$ cat src/rtl/stopwatch_pkg.sv
// Shared constants, converter state type and BCD-to-segment lookup for the
// stopwatch display path.
package stopwatch_pkg;

    localparam int unsigned NUM_DIGITS = 4;
    localparam int unsigned DP_DIGIT   = 2;
    localparam int unsigned BIN_W      = 6;
    localparam int unsigned DIGIT_W    = 4;
    localparam int unsigned SEG_W      = 7;

    // Active-low {g,f,e,d,c,b,a} patterns for a common-anode display.
    localparam logic [SEG_W-1:0] SEG_BLANK = 7'h7F;
    localparam logic [SEG_W-1:0] SEG_0     = 7'b1000000;
    localparam logic [SEG_W-1:0] SEG_1     = 7'b1111001;
    localparam logic [SEG_W-1:0] SEG_2     = 7'b0100100;
    localparam logic [SEG_W-1:0] SEG_3     = 7'b0110000;
    localparam logic [SEG_W-1:0] SEG_4     = 7'b0011001;
    localparam logic [SEG_W-1:0] SEG_5     = 7'b0010010;
    localparam logic [SEG_W-1:0] SEG_6     = 7'b0000010;
    localparam logic [SEG_W-1:0] SEG_7     = 7'b1111000;
    localparam logic [SEG_W-1:0] SEG_8     = 7'b0000000;
    localparam logic [SEG_W-1:0] SEG_9     = 7'b0010000;

    typedef enum logic [1:0] {
        CONV_IDLE,
        CONV_SHIFT,
        CONV_DONE
    } conv_state_t;

    // Nibbles above 9 should never reach here; show them blank rather than garbage.
    function automatic logic [SEG_W-1:0] bcd_to_seg(input logic [DIGIT_W-1:0] digit);
        logic [SEG_W-1:0] seg;
        case (digit)
            4'd0:    seg = SEG_0;
            4'd1:    seg = SEG_1;
            4'd2:    seg = SEG_2;
            4'd3:    seg = SEG_3;
            4'd4:    seg = SEG_4;
            4'd5:    seg = SEG_5;
            4'd6:    seg = SEG_6;
            4'd7:    seg = SEG_7;
            4'd8:    seg = SEG_8;
            4'd9:    seg = SEG_9;
            default: seg = SEG_BLANK;
        endcase
        return seg;
    endfunction

endpackage

$ cat src/rtl/bin2bcd6.sv
// Sequential shift-add-3 converter: 6-bit binary to two BCD digits.
// Ports: clock, reset (sync, active-high), start (load bin when idle),
//        bin[5:0], busy (conversion in flight), done (result valid this cycle),
//        tens[3:0], ones[3:0].
module bin2bcd6
    import stopwatch_pkg::*;
(
    input  logic                 clock,
    input  logic                 reset,
    input  logic                 start,
    input  logic [BIN_W-1:0]     bin,
    output logic                 busy,
    output logic                 done,
    output logic [DIGIT_W-1:0]   tens,
    output logic [DIGIT_W-1:0]   ones
);

    localparam int unsigned ITER_W = 3;

    conv_state_t           state_q;
    conv_state_t           state_d;
    logic [BIN_W-1:0]      bin_q;
    logic [2*DIGIT_W-1:0]  bcd_q;
    logic [2*DIGIT_W-1:0]  bcd_adj;
    logic [ITER_W-1:0]     iter_q;

    // State register.
    always_ff @(posedge clock) begin
        if (reset) begin
            state_q <= CONV_IDLE;
        end else begin
            state_q <= state_d;
        end
    end

    // Next state: a start while not idle is ignored.
    always_comb begin
        state_d = state_q;
        case (state_q)
            CONV_IDLE:  if (start) state_d = CONV_SHIFT;
            CONV_SHIFT: if (iter_q == ITER_W'(BIN_W - 1)) state_d = CONV_DONE;
            CONV_DONE:  state_d = CONV_IDLE;
            default:    state_d = CONV_IDLE;
        endcase
    end

    // Add-3 correction applied to each nibble before the shift.
    always_comb begin
        bcd_adj = bcd_q;
        if (bcd_q[3:0] >= 4'd5) bcd_adj[3:0] = bcd_q[3:0] + 4'd3;
        if (bcd_q[7:4] >= 4'd5) bcd_adj[7:4] = bcd_q[7:4] + 4'd3;
    end

    // Datapath: capture on start, then shift one binary MSB in per iteration.
    always_ff @(posedge clock) begin
        if (reset) begin
            bin_q  <= '0;
            bcd_q  <= '0;
            iter_q <= '0;
        end else begin
            case (state_q)
                CONV_IDLE: begin
                    if (start) begin
                        bin_q  <= bin;
                        bcd_q  <= '0;
                        iter_q <= '0;
                    end
                end
                CONV_SHIFT: begin
                    bcd_q  <= (2*DIGIT_W)'({bcd_adj, bin_q[BIN_W-1]});
                    bin_q  <= {bin_q[BIN_W-2:0], 1'b0};
                    iter_q <= iter_q + ITER_W'(1);
                end
                default: ;
            endcase
        end
    end

    assign busy = (state_q != CONV_IDLE);
    assign done = (state_q == CONV_DONE);
    assign tens = bcd_q[2*DIGIT_W-1:DIGIT_W];
    assign ones = bcd_q[DIGIT_W-1:0];

endmodule

$ cat src/rtl/stopwatch_display.sv
// Four-digit multiplexed seven-segment driver showing MM.SS on a
// common-anode display.
// Ports: clock, reset (sync, active-high), minutes[5:0], seconds[5:0] (binary),
//        anode[3:0] (active-low, bit 0 rightmost), segments[6:0] ({g..a},
//        active-low), dp (active-low), update (pulse on digit commit).
module stopwatch_display
    import stopwatch_pkg::*;
#(
    parameter int unsigned REFRESH_DIV = 50000
) (
    input  logic                  clock,
    input  logic                  reset,
    input  logic [BIN_W-1:0]      minutes,
    input  logic [BIN_W-1:0]      seconds,
    output logic [NUM_DIGITS-1:0] anode,
    output logic [SEG_W-1:0]      segments,
    output logic                  dp,
    output logic                  update
);

    localparam int unsigned PRE_W = $clog2(REFRESH_DIV);
    localparam int unsigned IDX_W = $clog2(NUM_DIGITS);

    logic [PRE_W-1:0]    presc_q;
    logic [IDX_W-1:0]    idx_q;
    logic                first_q;
    logic [DIGIT_W-1:0]  digit_q [NUM_DIGITS];

    logic                terminal;
    logic                snapshot;
    logic                start;
    logic                commit;
    logic                min_busy, sec_busy;
    logic                min_done, sec_done;
    logic [DIGIT_W-1:0]  min_tens, min_ones, sec_tens, sec_ones;

    // Snapshot on every frame wrap and once right after reset; dropped if busy.
    assign terminal = (presc_q == PRE_W'(REFRESH_DIV - 1));
    assign snapshot = first_q | (terminal & (idx_q == IDX_W'(NUM_DIGITS - 1)));
    assign start    = snapshot & ~min_busy & ~sec_busy;
    assign commit   = min_done & sec_done;

    bin2bcd6 u_min_conv (
        .clock (clock),
        .reset (reset),
        .start (start),
        .bin   (minutes),
        .busy  (min_busy),
        .done  (min_done),
        .tens  (min_tens),
        .ones  (min_ones)
    );

    bin2bcd6 u_sec_conv (
        .clock (clock),
        .reset (reset),
        .start (start),
        .bin   (seconds),
        .busy  (sec_busy),
        .done  (sec_done),
        .tens  (sec_tens),
        .ones  (sec_ones)
    );

    // Scan timing, atomic digit commit and registered pin drivers.
    always_ff @(posedge clock) begin
        if (reset) begin
            presc_q    <= '0;
            idx_q      <= '0;
            first_q    <= 1'b1;
            digit_q[0] <= '0;
            digit_q[1] <= '0;
            digit_q[2] <= '0;
            digit_q[3] <= '0;
            anode      <= '1;
            segments   <= SEG_BLANK;
            dp         <= 1'b1;
            update     <= 1'b0;
        end else begin
            presc_q <= terminal ? '0 : presc_q + PRE_W'(1);
            if (terminal) idx_q <= idx_q + IDX_W'(1);
            first_q <= 1'b0;
            if (commit) begin
                digit_q[0] <= sec_ones;
                digit_q[1] <= sec_tens;
                digit_q[2] <= min_ones;
                digit_q[3] <= min_tens;
            end
            update   <= commit;
            anode    <= ~(NUM_DIGITS'(1) << idx_q);
            segments <= bcd_to_seg(digit_q[idx_q]);
            dp       <= (idx_q != IDX_W'(DP_DIGIT));
        end
    end

endmodule
$ cat config.mk
export PLATFORM = sky130hd
export DESIGN_NAME = stopwatch_display
export DESIGN_NICKNAME = d
export VERILOG_FILES = /design/src/rtl/stopwatch_pkg.sv /design/src/rtl/bin2bcd6.sv /design/src/rtl/stopwatch_display.sv
export SDC_FILE = /design/constraint.sdc
export NUM_CORES = 1
export LEC_CHECK = 0
export CAP_MARGIN = 30
export CORE_UTILIZATION = 30
export CTS_BUF_LIST = sky130_fd_sc_hd__clkbuf_8
export CTS_CLUSTER_DIAMETER = 30
export DETAILED_ROUTE_END_ITERATION = 10
export HOLD_SLACK_MARGIN = 0.15
export PLACE_DENSITY = 0.52
export REMOVE_ABC_BUFFERS = 1
export SLEW_MARGIN = 20
export SYNTH_ARGS = -nofsm -noshare
export SYNTH_HDL_FRONTEND = slang
export SYNTH_SLANG_ARGS = --single-unit
export TNS_END_PERCENT = 5
$ cat constraint.sdc
create_clock -name clock -period 2.46 [get_ports clock]
set_input_delay 0.492 -clock clock [delete_from_list [all_inputs] [get_ports clock]]
set_output_delay 0.492 -clock clock [all_outputs]
set_load 0.01 [all_outputs]
=== After elaboration in Yosys (flattened, before gate mapping) ===
Memories as Yosys holds them, arrays and structs flattened. A register that Yosys moved wholly into a read port is not among the register bits.
Index checks and enable logic that the tools add are counted.

* Bits in registers: 63
* Bits of input ports: 14
* ROM bits: 112
* Memories: 2
* Bits in writable memories: 16
* Output and inout port bits: 13

{| class="wikitable"
|+ Memory list
! memory !! words !! width !! read ports !! clocked after Yosys merged registers in !! write ports !! line !! source
|-
| (no name shown) || 16 || 7 || 1 || 1 || 0 || stopwatch_pkg.sv:33 || <nowiki>case (digit)</nowiki>
|-
| digit_q || 4 || 4 || 1 || 1 || 4 || stopwatch_display.sv:27 || <nowiki>logic [DIGIT_W-1:0] digit_q [NUM_DIGITS];</nowiki>
|}

* Shifts and indexed selects: 1
* $add $sub $neg: 8
* Muxes and demuxes: 30
* Order comparisons: 4
* Reduce and logical (&&, ||, !) cells: 11
* Bitwise gates (word level): 12
* Equal/unequal tests: 13

{| class="wikitable"
|+ Operators with widths
! operator !! count
|-
| $pmux 8 s2 || 2
|-
| $mux 4 || 6
|-
| $pmux 6 s2 || 2
|-
| $add 16x1->16 const B || 1
|-
| $eq 16x16->1 const B || 1
|-
| $ge 4x3->1 const B || 4
|-
| $mux 6 || 2
|-
| $pmux 3 s2 || 2
|-
| $mux 2 || 5
|-
| $mux 3 || 3
|-
| $add 4x2->4 const B || 2
|-
| $mux 8 || 1
|-
| $pmux 2 s2 || 2
|-
| $reduce_and 2->1 || 4
|-
| $reduce_bool 2->1 || 4
|-
| $add 3x1->3 const B || 2
|-
| $add 3x2->3 const B || 2
|-
| $eq 2x2->1 const B || 3
|-
| $eq 3x3->1 const B || 2
|-
| $ne 2x2->1 const B || 3
|-
| $mux 1 || 5
|-
| $or 1x1->1 || 5
|-
| $and 1x1->1 || 4
|-
| $eq 2x1->1 const B || 2
|-
| other kinds (7) || 10
|}

=== Longest topological paths before layout ===
* Word-level depth: 7
* Mapped depth: 8
* Mapped depth without buffers: 7

=== Modules after synthesis ===
Synthesis repeated with hierarchy kept, for this count alone.

* Cells, all modules: 415
* Area total of the unflattened synthesis: 4071.4 sq um

{| class="wikitable"
|+ Modules (own cells, without submodules)
! module !! cells an instance !! instances !! sequential area each (sq um) !! area each (sq um)
|-
| stopwatch_display || 183 || 1 || 1141.1 || 2104.5
|-
| bin2bcd6 || 116 || 2 || 380.4 || 983.4
|}

=== Worst setup path after synthesis ===
Ideal clock, no wire load.

* Kind: flip-flop to flip-flop
* Start point: reg presc_q[4]
* End point: reg u_sec_conv.bin_q[2]
* Required time: 2374 ps
* Cell stages (with the launch flop): 7
* Arrival: 1925 ps
* Path slack: 449 ps
* Cell sequence: dfxtp_1 > or4b_4 > o41ai_4 > nand2_1 > buf_2 > mux2i_1 > a211oi_1

* Word-level cells in the longest chain between the ends: 7

{| class="wikitable"
|+ Ends and longest elaborated chain
! element !! line !! source
|-
| from (decl) || stopwatch_display.sv:24 || <nowiki>logic [PRE_W-1:0] presc_q;</nowiki>
|-
| from (signal assigned) || stopwatch_display.sv:80 || <nowiki>presc_q <= terminal ? '0 : presc_q + PRE_W'(1);</nowiki>
|-
| $eq 16x16->1 || stopwatch_display.sv:38 || <nowiki>assign terminal = (presc_q == PRE_W'(REFRESH_DIV - 1));</nowiki>
|-
| $and 1x1->1 || stopwatch_display.sv:39 || <nowiki>assign snapshot = first_q | (terminal & (idx_q == IDX_W'(NUM_DIGITS - 1)));</nowiki>
|-
| $or 1x1->1 || stopwatch_display.sv:39 ||
|-
| $and 1x1->1 (2 in a row) || stopwatch_display.sv:40 || <nowiki>assign start = snapshot & ~min_busy & ~sec_busy;</nowiki>
|-
| $ne 2x2->1 (no source line) || n/a ||
|-
| $reduce_and 2->1 (no source line) || n/a ||
|-
| to (signal assigned) || bin2bcd6.sv:64 || <nowiki>bin_q <= bin;</nowiki>
|-
| to (signal assigned) || bin2bcd6.sv:71 || <nowiki>bin_q <= {bin_q[BIN_W-2:0], 1'b0};</nowiki>
|-
| to (decl) || bin2bcd6.sv:22 || <nowiki>logic [BIN_W-1:0] bin_q;</nowiki>
|}

Every way passes these cells.
A chain may end at the register's enable or synchronous reset.

=== Worst setup path in the final report ===
* Start point: reg presc_q[6]
* End point: reg u_min_conv.bin_q[2]

* Word-level cells in the longest chain between the ends: 7

{| class="wikitable"
|+ Ends and longest elaborated chain
! element !! line
|-
| $eq 16x16->1 || stopwatch_display.sv:38
|-
| $and 1x1->1 || stopwatch_display.sv:39
|-
| $or 1x1->1 || stopwatch_display.sv:39
|-
| $and 1x1->1 (2 in a row) || stopwatch_display.sv:40
|-
| $ne 2x2->1 (no source line) || n/a
|-
| $reduce_and 2->1 (no source line) || n/a
|-
| to (signal assigned) || bin2bcd6.sv:64
|-
| to (signal assigned) || bin2bcd6.sv:71
|-
| to (decl) || bin2bcd6.sv:22
|}

Every way passes these cells.

==> impl_metrics.py <==
metrics = {
    "clocking": {
        "cts_tree": "yes",
        "clockBufferDepth": 2,
        "clk_latency_ps": 360,
        "clk_pin_slew_ps": 80,
        "htree_num_levels": 3,
        "cts_sinks": 87,
        "numCtsBuffers": 9,
        "ctsHoldBuffers": 0,
        "cts.repair.resized": 0,
        "cts-root-buf": "clkbuf_8",
        "post-cts-setup-buffers": 0,
    },
    "sta": {
        "grt_setup_unrepaired": "false",
        "min_period_over_period_pct": 90.36,
        "final-max-slew-violation-count": 0,
        "clock.fmax_ghz": 0.4499,
        "tightest_slew_ps": 601.6,
        "tns_ps": 0,
        "max-slew-margin-rel_pct": 59.58,
        "finClkSkew_ps": 6.840,
        "setup_viol": 0,
        "hold_viol_final": 0,
        "layout_min_cycle_time_ps": 2223,
    },
    "global_routing": {
        "antenna_found_initial": 0,
        "grt_pass1_wl_um": 12360,
        "grt_max_degree": 31,
        "grt_pass1_vias": 2684,
        "grtUsageTotal_pct": 11.80,
        "grt.overflow.total": 0,
    },
    "worst_setup_path": {
        "path_class": "flip-flop to flip-flop",
        "crit_family": "compound AO/OA/AOI/OAI gates",
        "crit_buf_inv": 1,
        "path_cells": "or4b_4 -> o41ai_4 -> nand3b_1 -> buf_4 -> mux2i_1 -> a211oi_1",
        "crit_required_ps": 2730,
        "crit_slowest_cell": "or4b_4",
        "start_kind": "flip-flop",
        "end_kind": "flip-flop",
        "r2r_setup_slack_ps": 240,
        "crit_fanout": 18,
        "max_stage_delay_ps": 520,
        "arrival_ps": 2490,
    },
    "final_layout": {
        "areaGrowthSynthToFinish_pct": 16.56,
        "design_area_sq_um": 4614,
        "drive_gt1_share_pct": 7.675,
        "layout_commonest_cell": "dfxtp_1",
        "mostFrequentLayoutCells": "71 x dfxtp_1, 50 x nor2_1, 28 x a21oi_1",
        "antenna_cells": 0,
        "nets": 474,
    },
    "drt": {
        "totalWireLength_um": 7150,
        "drt_pass1_iterations": 4,
        "ant_nets": 0,
        "wl_per_cell_um": 11.63,
        "routed_via_density": 4.607,
        "drt_iter0_drc": 160,
        "vias": 2833,
        "drc_errors": 0,
    },
    "yosys": {
        "synthMuxAreaShare_pct": 7.080,
        "ys_ff_latch": 87,
        "synth_fa_ha_area_share_pct": 6.953,
        "synth_top_family_by_area": "simple AND/OR/NAND/NOR gates",
        "yosys_warnings": 0,
        "postSynthAreaPerCell_sq_um": 9.609,
        "syn_area_sq_um": 3959,
        "synth-edff-count": 16,
        "syn_inst": 412,
        "synth-simple-area-share_pct": 19.72,
        "synth_xor_area_share_pct": 4.646,
        "synth-seq-area-share_pct": 48.04,
        "ys.flop_type": "dfxtp_1",
        "yosysUniqueCellTypes": 40,
        "synth-async-reset-ratio_pct": 0,
        "synth_compound_area_share_pct": 9.260,
    },
    "power_and_ir_drop": {
        "p_comb_share_pct": 8.7,
        "intPower_mw": 2.153,
        "power.share.clock_pct": 36.7,
        "p_leak_nw": 1.751,
        "power_switching_mw": 0.6473,
        "p_sw_share_pct": 23.11,
        "vdd_drop_max_mv": 0.2892,
        "seqPwrFrac_pct": 54.6,
        "power.density_nw_per_um2": 606.9,
    },
    "placement": {
        "gp_congestion": 0.7459,
        "dp_hpwl_um": 4971,
        "port_buffers": 26,
        "dpl_cell_area_sq_um": 4405,
    },
    "die": {
        "start_util_pct": 31.12,
        "die_w_um": 116.9,
        "coreArea_sq_um": 12720,
        "dieArea_sq_um": 13660,
        "die_h_um": 116.9,
        "rows": 41,
        "io_pins": 27,
    },
    "min_path": {
        "min_path_type": "flip-flop to flip-flop",
    },
    "outcome": {
        "status": "finished clean",
    },
    "flow_run": {
        "drv_cap": 0,
    },
}
## worst paths after layout
kind	start	end	cells after the start
max	presc_q[6]$_SDFF_PP0_	u_min_conv.bin_q[2]$_SDFFE_PP0P_	6
max reg2reg	presc_q[6]$_SDFF_PP0_	u_min_conv.bin_q[2]$_SDFFE_PP0P_	6
min	u_min_conv.bin_q[5]$_SDFFE_PP0P_	u_min_conv.bcd_q[0]$_SDFFE_PP0P_	2
min reg2reg	u_min_conv.bin_q[5]$_SDFFE_PP0P_	u_min_conv.bcd_q[0]$_SDFFE_PP0P_	2
## per-stage QoR
step	std cells	setup WS, ps	power, mW	utilization, %	hold WS, ps
3_5_place_dp	599	259.2	1.807	34.63	454.7
2_1_floorplan	391	200.9	1.695	-	425.9
4_1_cts	615	215.8	2.852	36.27	467.0
3_3_place_gp	599	336.5	1.799	34.63	442.5
5_1_grt	615	107.8	2.949	36.27	490.5
6_report	615	237.0	2.800	36.27	465.6
## flip-flops by register name (all words and copies together), names as in the netlist, named ones only
| register | cells |
|---|---|
| digit_q | 16 |
| presc_q | 16 |
| u_min_conv.bcd_q | 8 |
| u_sec_conv.bcd_q | 8 |
| segments | 7 |
| u_min_conv.bin_q | 6 |
| u_sec_conv.bin_q | 6 |
| anode | 3 |
| u_min_conv.iter_q | 3 |
| u_sec_conv.iter_q | 3 |
| idx_q | 2 |
| u_min_conv.state_q | 2 |
| u_sec_conv.state_q | 2 |
| dp | 1 |
| first_q | 1 |
| update | 1 |
## power groups by stage
| stage | clock network (mW) | registers (mW) | logic [mW] |
|---|---|---|---|
| after floorplan | 0 | 1.56 | 0.137 |
| after global placement | 0 | 1.56 | 0.240 |
| after detailed placement | 0 | 1.56 | 0.245 |
| after CTS | 1.08 | 1.53 | 0.246 |
| after global routing | 1.14 | 1.54 | 0.273 |
| final | 1.03 | 1.53 | 0.244 |
## synth_stat cells (all sizes together), types with 2 or more instances
| cell type | n | area share, % |
|---|---|---|
| dfxtp | 71 | 36 |
| nor2 | 50 | 4.7 |
| a21oi | 28 | 3.5 |
| nand2 | 27 | 2.6 |
| ha | 22 | 7.0 |
| nand3 | 21 | 2.7 |
| inv | 19 | 1.8 |
| mux2i | 19 | 4.8 |
| nor3 | 19 | 2.4 |
| edfxtp | 16 | 12 |
| clkbuf | 15 | 1.4 |
| nand2b | 15 | 2.4 |
| o21ai | 11 | 1.4 |
| xnor2 | 11 | 2.4 |
| a211oi | 10 | 1.9 |
| xor2 | 10 | 2.2 |
| and2 | 8 | 1.3 |
| a31oi | 6 | 0.95 |
| buf | 6 | 1.1 |
| mux4 | 4 | 2.3 |
| nand4 | 4 | 0.63 |
| and3 | 2 | 0.32 |
| nand3b | 2 | 0.38 |
| nor2b | 2 | 0.32 |
| o21bai | 2 | 0.38 |
## layer usage
| layer | up-vias | part of all wire, % | global-route usage, % |
|---|---|---|---|
| met5 | - | 0 | 0 |
| met4 | 0 | 1.9 | 5.401 |
| met3 | 9 | 3.2 | 3.502 |
| met2 | 39 | 45 | 19.45 |
| met1 | 1320 | 50 | 14.22 |
| li1 | 1465 | - | - |
## kinds of logic (layout without fill, tap and decap cells)
kind of cell | Yosys count | after routing
simple gates | 159 | 159
flops | 87 | 87
compound gates | 60 | 60
buf+inv | 40 | 71
mux | 23 | 23
fa+ha+maj | 22 | 22
xor+xnor | 21 | 21
## worst register-to-register path: stages, from the launching register on
cell and delay [ps]:
dfxtp_1 420, or4b_4 520, o41ai_4 410, nand3b_1 130
buf_4 250, mux2i_1 140, a211oi_1 260
## final cells by class
| type | count | area, sq um |
|---|---|---|
| Clock inverter | 4 | 43.79 |
| Inverter | 19 | 71.32 |
| Clock buffer | 12 | 165.2 |
| Timing Repair Buffer | 36 | 330.3 |
| Fill cell | 1336 | 8108 |
| Tap cell | 172 | 215.2 |
| Multi-Input combinational cell | 285 | 1887 |
| Sequential cell | 87 | 1902 |
Note: power is estimated with default switching activity, not from simulation.
